===== config.mk =====
export PLATFORM = sky130hd
export DESIGN_NAME = hamming_secded_decoder
export DESIGN_NICKNAME = d
export VERILOG_FILES = /design/src/rtl/ecc_pkg.sv /design/src/rtl/hamming_syndrome.sv /design/src/rtl/hamming_secded_decoder.sv
export SDC_FILE = /design/constraint.sdc
export NUM_CORES = 1
export LEC_CHECK = 0
export ABC_CLOCK_PERIOD_IN_PS = 2300
export CAP_MARGIN = 20
export CELL_PAD_IN_SITES_DETAIL_PLACEMENT = 1
export CELL_PAD_IN_SITES_GLOBAL_PLACEMENT = 1
export CORE_UTILIZATION = 39
export DETAILED_ROUTE_END_ITERATION = 10
export PLACE_DENSITY_LB_ADDON = 0.1
export SLEW_MARGIN = 15
export SYNTH_ARGS = -nofsm -noshare
export SYNTH_HDL_FRONTEND = slang
export SYNTH_SLANG_ARGS = --single-unit

===== constraint.sdc =====
create_clock -name clk -period 2.3 [get_ports clk]
set_input_delay 0.23 -clock clk [delete_from_list [all_inputs] [get_ports clk]]
set_output_delay 0.23 -clock clk [all_outputs]
set_load 0.02 [all_outputs]

===== src/rtl/ecc_pkg.sv =====
// Shared types and elaboration-time helpers for the Hamming SEC/SECDED decoder.
package ecc_pkg;

  typedef enum logic [1:0] {
    ST_CLEAN = 2'b00,
    ST_CORR  = 2'b01,
    ST_DED   = 2'b10,
    ST_INV   = 2'b11
  } status_e;

  // Smallest parity-bit count P with 2^P >= data_w + P + 1.
  function automatic int calc_p(input int data_w);
    int p;
    p = 0;
    while ((1 << p) < data_w + p + 1) p = p + 1;
    return p;
  endfunction

  // Hamming position (1-based) carrying payload bit idx.
  function automatic int data_pos(input int idx);
    int pos;
    int cnt;
    pos = 0;
    cnt = -1;
    while (cnt < idx) begin
      pos = pos + 1;
      if ((pos & (pos - 1)) != 0) cnt = cnt + 1;
    end
    return pos;
  endfunction

  // Mask of code bits whose Hamming position has bit j set.
  function automatic logic [63:0] syn_mask(input int n_ham, input int j);
    logic [63:0] m;
    m = '0;
    for (int k = 0; k < n_ham; k++) begin
      if ((((k + 1) >> j) & 1) != 0) m[k] = 1'b1;
    end
    return m;
  endfunction

endpackage


===== src/rtl/hamming_syndrome.sv =====
// Combinational syndrome and overall-parity generator for a Hamming codeword.
module hamming_syndrome
  import ecc_pkg::*;
#(
  parameter int N_HAM  = 21,
  parameter int SECDED = 1
) (
  input  logic [N_HAM+SECDED-1:0]      code_i,
  output logic [$clog2(N_HAM+1)-1:0]   syn_o,
  output logic                         par_o
);

  localparam int SW = $clog2(N_HAM + 1);

  genvar gi;
  generate
    for (gi = 0; gi < SW; gi++) begin : g_syn
      localparam logic [63:0] MASK = syn_mask(N_HAM, gi);
      assign syn_o[gi] = ^(code_i[N_HAM-1:0] & MASK[N_HAM-1:0]);
    end
  endgenerate

  assign par_o = ^code_i;

endmodule


===== src/rtl/hamming_secded_decoder.sv =====
// Two-stage pipelined Hamming SEC / SECDED decoder with ready/valid handshake
// and saturating corrected / uncorrectable error counters.
module hamming_secded_decoder
  import ecc_pkg::*;
#(
  parameter int DATA_W  = 16,
  parameter int SECDED  = 1,
  parameter int CNT_W   = 16,
  localparam int P      = calc_p(DATA_W),
  localparam int N_HAM  = DATA_W + P,
  localparam int N      = N_HAM + SECDED
) (
  input  logic              clk,
  input  logic              rst,
  input  logic [N-1:0]      in_code,
  input  logic              in_valid,
  output logic              in_ready,
  output logic [DATA_W-1:0] out_data,
  output logic [1:0]        out_status,
  output logic              out_valid,
  input  logic              out_ready,
  input  logic              cnt_clr,
  output logic [CNT_W-1:0]  cnt_corr,
  output logic [CNT_W-1:0]  cnt_uncorr
);

  localparam logic [P-1:0] N_HAM_S = P'(N_HAM);

  logic             adv;
  logic             out_xfer;
  logic [P-1:0]     syn;
  logic             par;

  logic             s1_valid_q;
  logic [N_HAM-1:0] s1_code_q;
  logic [P-1:0]     s1_syn_q;
  logic             s1_par_q;

  logic             out_valid_q;
  logic [DATA_W-1:0] out_data_q;
  status_e          out_status_q;

  logic [DATA_W-1:0] data_d;
  status_e          status_d;
  logic             flip_en;

  logic [CNT_W-1:0] cnt_corr_q, cnt_corr_d;
  logic [CNT_W-1:0] cnt_uncorr_q, cnt_uncorr_d;

  logic             unused_code;

  hamming_syndrome #(
    .N_HAM  (N_HAM),
    .SECDED (SECDED)
  ) u_syndrome (
    .code_i (in_code),
    .syn_o  (syn),
    .par_o  (par)
  );

  assign adv      = ~out_valid_q | out_ready;
  assign in_ready = adv;
  assign out_xfer = out_valid_q & out_ready;

  always_comb begin
    status_d = ST_CLEAN;
    flip_en  = 1'b0;
    if (SECDED != 0) begin
      if (s1_syn_q == '0) begin
        status_d = s1_par_q ? ST_CORR : ST_CLEAN;
      end else if (!s1_par_q) begin
        status_d = ST_DED;
      end else if (s1_syn_q <= N_HAM_S) begin
        status_d = ST_CORR;
        flip_en  = 1'b1;
      end else begin
        status_d = ST_INV;
      end
    end else begin
      if (s1_syn_q == '0) begin
        status_d = ST_CLEAN;
      end else if (s1_syn_q <= N_HAM_S) begin
        status_d = ST_CORR;
        flip_en  = 1'b1;
      end else begin
        status_d = ST_INV;
      end
    end
  end

  // Only payload positions are ever corrected; a syndrome pointing at a
  // parity position still reports ST_CORR with the payload untouched.
  genvar gi;
  generate
    for (gi = 0; gi < DATA_W; gi++) begin : g_data
      localparam int POS = data_pos(gi);
      assign data_d[gi] = s1_code_q[POS-1] ^ (flip_en && (s1_syn_q == P'(POS)));
    end
  endgenerate

  assign unused_code = ^s1_code_q;

  always_ff @(posedge clk or posedge rst) begin
    if (rst) begin
      s1_valid_q   <= 1'b0;
      s1_code_q    <= '0;
      s1_syn_q     <= '0;
      s1_par_q     <= 1'b0;
      out_valid_q  <= 1'b0;
      out_data_q   <= '0;
      out_status_q <= ST_CLEAN;
    end else if (adv) begin
      s1_valid_q   <= in_valid;
      s1_code_q    <= in_code[N_HAM-1:0];
      s1_syn_q     <= syn;
      s1_par_q     <= par;
      out_valid_q  <= s1_valid_q;
      out_data_q   <= data_d;
      out_status_q <= status_d;
    end
  end

  always_comb begin
    cnt_corr_d   = cnt_corr_q;
    cnt_uncorr_d = cnt_uncorr_q;
    if (cnt_clr) begin
      cnt_corr_d   = '0;
      cnt_uncorr_d = '0;
    end else if (out_xfer) begin
      if ((out_status_q == ST_CORR) && (cnt_corr_q != '1))
        cnt_corr_d = cnt_corr_q + CNT_W'(1);
      if (((out_status_q == ST_DED) || (out_status_q == ST_INV)) && (cnt_uncorr_q != '1))
        cnt_uncorr_d = cnt_uncorr_q + CNT_W'(1);
    end
  end

  always_ff @(posedge clk or posedge rst) begin
    if (rst) begin
      cnt_corr_q   <= '0;
      cnt_uncorr_q <= '0;
    end else begin
      cnt_corr_q   <= cnt_corr_d;
      cnt_uncorr_q <= cnt_uncorr_d;
    end
  end

  assign out_valid  = out_valid_q;
  assign out_data   = out_data_q;
  assign out_status = out_status_q;
  assign cnt_corr   = cnt_corr_q;
  assign cnt_uncorr = cnt_uncorr_q;

endmodule


# ---- Word-level counts from Yosys, hierarchy flattened
# Index checks and enable logic that the tools add are counted.
dict set report word_totals {
  reg_bits 79
  latch_bits 0
  ramBits 0
  mem_bits_ro 0
  input_bits 27
  output_inout_bits 52
  word_cells 96
  mem_count 0
}
dict set report op_classes {
  add_sub_neg 2
  mul 0
  div_mod_pow 0
  n_lt_le_gt_ge 1
  n_eq_ne 21
  shift 0
  muxes 13
  bitwise_logic 19
  n_reduce_logical 31
}
# cell n
set ops {}
lappend ops {{$reduce_xor A21 Y1} 5}
lappend ops {{$mux W16} 6}
lappend ops {{$eq A5 B4 Y1 const B} 7}
lappend ops {{$add A16 B1 Y16 const B} 2}
lappend ops {{$ne A16 B16 Y1 const B} 2}
lappend ops {{$eq A5 B5 Y1 const B} 5}
lappend ops {{$reduce_xor A22 Y1} 1}
lappend ops {{$logic_and A1 B1 Y1} 18}
lappend ops {{$xor A1 B1 Y1} 16}
lappend ops {{$eq A5 B3 Y1 const B} 3}
lappend ops {{$mux W2} 3}
lappend ops {{$reduce_bool A2 Y1} 3}
lappend ops {{$eq A5 B2 Y1 const B} 1}
lappend ops {{$le A5 B5 Y1 const B} 1}
lappend ops {{$logic_not A5 Y1} 1}
lappend ops {{$eq A2 B2 Y1 const B} 2}
lappend ops {{$mux W1} 4}
lappend ops {{$reduce_and A2 Y1} 2}
lappend ops {{$eq A2 B1 Y1 const B} 1}
lappend ops {{$and A1 B1 Y1} 1}
lappend ops {{$logic_or A1 B1 Y1} 1}
lappend ops {{$not A1 Y1} 1}
lappend ops {{$or A1 B1 Y1} 1}

# ---- Logic depth before layout (Yosys ltp)
# Gate-level depths: netlist of the first run.
dict set report logic_depth {
  word_depth 6
  mapped_depth 7
}

# ---- Modules after synthesis
# Synthesis of the first run repeated with hierarchy kept, for this count alone.
dict set report unflattened {
  cells_unflattened 405
  area_unflattened_um2 4224.1
}
# module n_inst cells_per_inst area_each_um2 seq_area_each_um2
set by_module_without_submodules {}
lappend by_module_without_submodules {hamming_secded_decoder 1 369 3839.9 1851.8}
lappend by_module_without_submodules {hamming_syndrome 1 36 384.1 0.0}

# ---- Worst setup path after synthesis of the first run
# OpenSTA, ideal clock, no wires.
dict set report synth_path {
  path_type {flip-flop to flip-flop}
  startpoint {register cnt_corr_q[0], in the netlist cnt_corr[0]}
  endpoint {register cnt_corr_q[1], in the netlist cnt_corr[1]}
  t_arrival_ps 1698
  t_required_ps 2168
  setup_slack_ps 470
  stages_incl_launch_ff 8
  path_buffers 1
  period_less_slack_ps 1830
  cell_sequence {dfrtp_1 > ha_1 > and4_1 > buf_2 > nand3_1 > o21ai_1 > mux2i_1 > nor2_1}
}
dict set report synth_via {
  elab_chain_cells 4
}
# element line_no
set synth_lines {}
lappend synth_lines {{start, declared} hamming_secded_decoder.sv:47} ;# logic [CNT_W-1:0] cnt_corr_q, cnt_corr_d;
lappend synth_lines {{start signal, assigned} hamming_secded_decoder.sv:142} ;# cnt_corr_q <= cnt_corr_d;
lappend synth_lines {{$add A16 B1 Y16 / $ne A16 B16 Y1 (equally long branches)} {hamming_secded_decoder.sv:131, hamming_secded_decoder.sv:130}}
lappend synth_lines {{$mux W16 / $logic_and A1 B1 Y1 (equally long branches)} hamming_secded_decoder.sv:130} ;# if ((out_status_q == ST_CORR) && (cnt_corr_q != '1))
lappend synth_lines {{$mux W16 / $reduce_bool A2 Y1 (equally long branches)} --}
lappend synth_lines {{$mux W16 / $reduce_and A2 Y1 (equally long branches)} --}
# Several ways; a longest one is shown, not always the timed one. The select of a mux whose other input is x is not followed.
# A chain may end at the register's enable or synchronous reset.

# ---- Worst setup path in the final report of the first run
# Same ends and word-level chain as after synthesis.

==> impl_metrics.py, run 1 <==
metrics = {
    "run_status": {
        "run_status": "complete, no violations",
    },
    "global_route": {
        "grt_start_max_net_pins": 66,
        "first_global_vias": 3283,
        "antenna_found_initial": 0,
        "first_pass_grt_wire_length_microns": 15760,
        "overflow_after_grt": 0,
        "global_routing_usage_summed_across_all_routing_layers_pct": 19.65,
    },
    "logic_synthesis": {
        "mean_syn_cell_area_sq_um": 9.352,
        "share_of_synthesized_area_occupied_by_flip_flops_and_latches_pct": 46.70,
        "ys_top_cells_by_area": "sky130_fd_sc_hd__dfrtp_1, sky130_fd_sc_hd__nand2_1, sky130_fd_sc_hd__xnor2_1",
        "netlist_area_sq_um": 3965,
        "synth_top_flop_cell": "sky130_fd_sc_hd__dfrtp_1",
        "synth_top_area_cell": "sky130_fd_sc_hd__dfrtp_1",
        "synth-edff-count": 0,
        "synthesis.nets": 453,
        "synth.distinct_cells": 42,
        "synth_top_cell_area_share_pct": 46.70,
        "post_synth_inst_count": 424,
        "synth_commonest_cells": "sky130_fd_sc_hd__nand2_1, sky130_fd_sc_hd__dfrtp_1, sky130_fd_sc_hd__nor2_1",
        "synth_seq_cells": 74,
        "synth.most_common_cell": "sky130_fd_sc_hd__nand2_1",
        "synthArstFlopShare_pct": 100.0,
        "synth_warnings": 0,
    },
    "cts": {
        "clock-sinks": 74,
        "cts_inserted_buffers": 9,
        "insertion_delay_ns": 0.36,
        "clock-root-buffer": "sky130_fd_sc_hd__clkbuf_8",
        "postCtsSetupRepairBufs": 0,
        "cts_htree_levels": 3,
        "cts_max_path_bufs": 2,
        "tritoncts_clock_tree": "built",
        "clkSlewWorstSetupHoldPaths_ns": 0.07,
        "cts.hold.buffers_added": 0,
        "postCtsResizedCells": 0,
    },
    "detailed_routing": {
        "route.final.wire_length_microns": 9444,
        "first_pass_iters": 4,
        "routed_via_density": 4.997,
        "antenna_violating_nets_post_route": 0,
        "detail_route.wl_per_cell_microns": 14.73,
        "routed-via-count": 3203,
        "drc": 0,
        "drtIter0Drc": 56,
    },
    "floorplan": {
        "io_pins": 79,
        "core_area_sq_um": 9819,
        "row_cnt": 36,
        "die_width_microns": 102.8,
        "die_height_microns": 102.8,
        "effective_utilization_at_floorplan_pct": 40.38,
        "floorplan.die_area_sq_um": 10570,
    },
    "timing": {
        "setup-tns-final_ns": 0,
        "max_freq_mhz": 502.4,
        "worst_pin_slew_ns": 0.5168,
        "skew_ns": 0.008532,
        "holdWs_ns": 0.1083,
        "finalSetupViolations": 0,
        "slew_margin_rel_pct": 65.07,
        "layout_min_cycle_time_ns": 1.990,
        "grt_setup_unrepaired": "no",
        "min_period_over_period_pct": 86.53,
        "maxSlewViolCount": 0,
        "finalHoldViolCount": 0,
    },
    "power": {
        "reported_net_switching_power_mw": 1.239,
        "power.clock.fraction_pct": 26.1,
        "vdd.ir_drop.worst_v": 0.0002540,
        "p_per_area_nw_per_um2": 728.8,
        "comb_power_share_pct": 28.6,
        "cell_internal_pwr_mw": 2.490,
        "leakagePower_nw": 2.124,
        "switching_share_pct": 33.24,
        "seqPwrFrac_pct": 45.3,
        "report.power.total_mw": 3.729,
    },
    "worst_setup_path": {
        "worst-endpoint-arrival_ns": 2.22,
        "timing.critical_path.buf_inv": 0,
        "cp_slowest_stage_delay_ns": 0.43,
        "kind_of_cell_adding_the_most_delay_to_the_critical_path": "simple AND/OR/NAND/NOR gates",
        "slowest_library_cell_on_the_worst_path": "sky130_fd_sc_hd__dfrtp_1",
        "req_time_crit_path_ns": 2.53,
        "critical_path.cell_chain": "ha_1 > and4_1 > nand3_1 > o21ai_1 > mux2i_1 > nor2_1",
        "critical_path_peak_fanout": 8,
        "crit-reg2reg-launch": "cnt_corr[0]$_DFFE_PP0P_",
        "setup.worst_path.start": "cnt_corr[0]$_DFFE_PP0P_",
        "cp-end-kind": "register",
        "crit_type": "reg -> reg",
        "cp-start-kind": "register",
    },
    "cells_and_area": {
        "syn_to_final_growth_pct": 29.03,
        "num_antenna_cells": 0,
        "sequential_cell_area_sq_um": 1852,
        "layoutNonFillerInstCount": 641,
        "layout.nets": 533,
        "multiInputGateArea_sq_um": 2037,
        "fillCellCount": 1173,
        "final_layout_size_suffix_gt1_share_pct": 6.496,
    },
    "placement": {
        "dp_hpwl_microns": 7066,
        "io_buffers": 78,
        "routabilityCongestion": 0.7718,
        "placed_insts": 626,
    },
    "job": {
        "max_cap_viol_count": 0,
    },
    "worst_hold_path": {
        "timing.hold.worst.class": "in -> async",
    },
}
[layer usage]
layer  vias to the layer above  GRT usage, %  share of wire [%]
li1                       1587             -                  -
met1                      1536         23.28                 44
met2                        66         34.92                 51
met3                        14         3.593                2.9
met4                         0         8.342                1.9
met5                         -             0                  0
[registers in the layout (all words and copies together), names as in the netlist]
name        count
s1_valid_q      1
out_valid       1
s1_syn_q        5
s1_par_q        1
out_data       16
cnt_uncorr     16
cnt_corr       16
s1_code_q      16
out_status      2
[path summary, 6_finish.rpt]
path | end | slack, ns | cells past startpoint
min in group clk | s1_valid_q$_DFFE_PP0P_ | 0.41 | 3
setup reg to reg | cnt_corr[1]$_DFFE_PP0P_ | 0.31 | 6
hold reg to reg | s1_valid_q$_DFFE_PP0P_ | 0.47 | 2
setup / recovery | cnt_corr[1]$_DFFE_PP0P_ | 0.31 | 6
max in group asynchronous | s1_syn_q[1]$_DFFE_PP0P_ | 1.57 | 3
hold / removal | cnt_uncorr[7]$_DFFE_PP0P_ | 0.11 | 2
[metrics by stage]
step | worst slack (ns) | area, sq um | util, %
floorplan | 0.1884 | 3965 | -
global placement | 0.1792 | 4927 | 50.18
detailed placement | 0.08243 | 4927 | 50.18
CTS | 0.3368 | 5116 | 52.10
global route | 0.1569 | 5116 | 52.10
finish | 0.3097 | 5116 | 52.10
[power groups by stage]
stage          clock (mW)  sequential (mW)  combinational, mW
6_report            0.972             1.69               1.07
5_1_grt              1.05             1.72               1.18
4_1_cts              1.01             1.69               1.08
3_5_place_dp            0             1.72               1.08
3_3_place_gp            0             1.70               1.05
2_1_floorplan           0             1.74              0.607
[logic make-up after synthesis]
kind of cell	share of synthesized area [%]
AO/OA/AOI/OAI	6.027
AND/OR/NAND/NOR	24.77
adder cells (fa/ha/maj)	0.6310
XOR/XNOR	19.22
buffers and inverters	2.114
multiplexers	0.5364
flip-flops	46.70
[final cells by class]
cell class | count | share of cell area (%)
Multi-Input combinational cell | 328 | 39.81
Inverter | 5 | 0.3668
Sequential cell | 74 | 36.19
Timing Repair Buffer | 86 | 16.68
Clock buffer | 13 | 3.497
Tap cell | 133 | 3.253
Clock inverter | 2 | 0.1956
[placed cells by master (no fill, tap or decap), types with 2 or more instances in the layout]
cell	instances
sky130_fd_sc_hd__o2111ai_1	4
sky130_fd_sc_hd__clkinv_2	2
sky130_fd_sc_hd__nand2b_1	2
sky130_fd_sc_hd__nor4b_1	2
sky130_fd_sc_hd__buf_4	7
sky130_fd_sc_hd__nand2_1	90
sky130_fd_sc_hd__xnor3_1	3
sky130_fd_sc_hd__nor2b_1	3
sky130_fd_sc_hd__and4_1	5
sky130_fd_sc_hd__xnor2_1	38
sky130_fd_sc_hd__or3_1	2
sky130_fd_sc_hd__clkbuf_8	13
sky130_fd_sc_hd__dfrtp_1	74
sky130_fd_sc_hd__o21ai_0	19
sky130_fd_sc_hd__nor2_1	43
sky130_fd_sc_hd__and3_1	6
sky130_fd_sc_hd__nand4_1	9
sky130_fd_sc_hd__clkdlybuf4s50_1	78
sky130_fd_sc_hd__o21ai_1	5
sky130_fd_sc_hd__xnor2_2	3
sky130_fd_sc_hd__nor4_2	2
sky130_fd_sc_hd__o211ai_1	3
sky130_fd_sc_hd__inv_1	4
sky130_fd_sc_hd__nand3_1	17
sky130_fd_sc_hd__nand4b_1	2
sky130_fd_sc_hd__ha_1	2
sky130_fd_sc_hd__xor2_1	33
sky130_fd_sc_hd__nor3_1	4
sky130_fd_sc_hd__nor3b_1	4
sky130_fd_sc_hd__nor4_1	4
sky130_fd_sc_hd__a21oi_1	9
Note: power is estimated with default switching activity, not from simulation.
==> run 2: changes to the inputs <==
CAP_MARGIN = 15   (was 20)
==> results of run 2 <==
The final DEF is identical to that of run 1; final timing and power are the same.
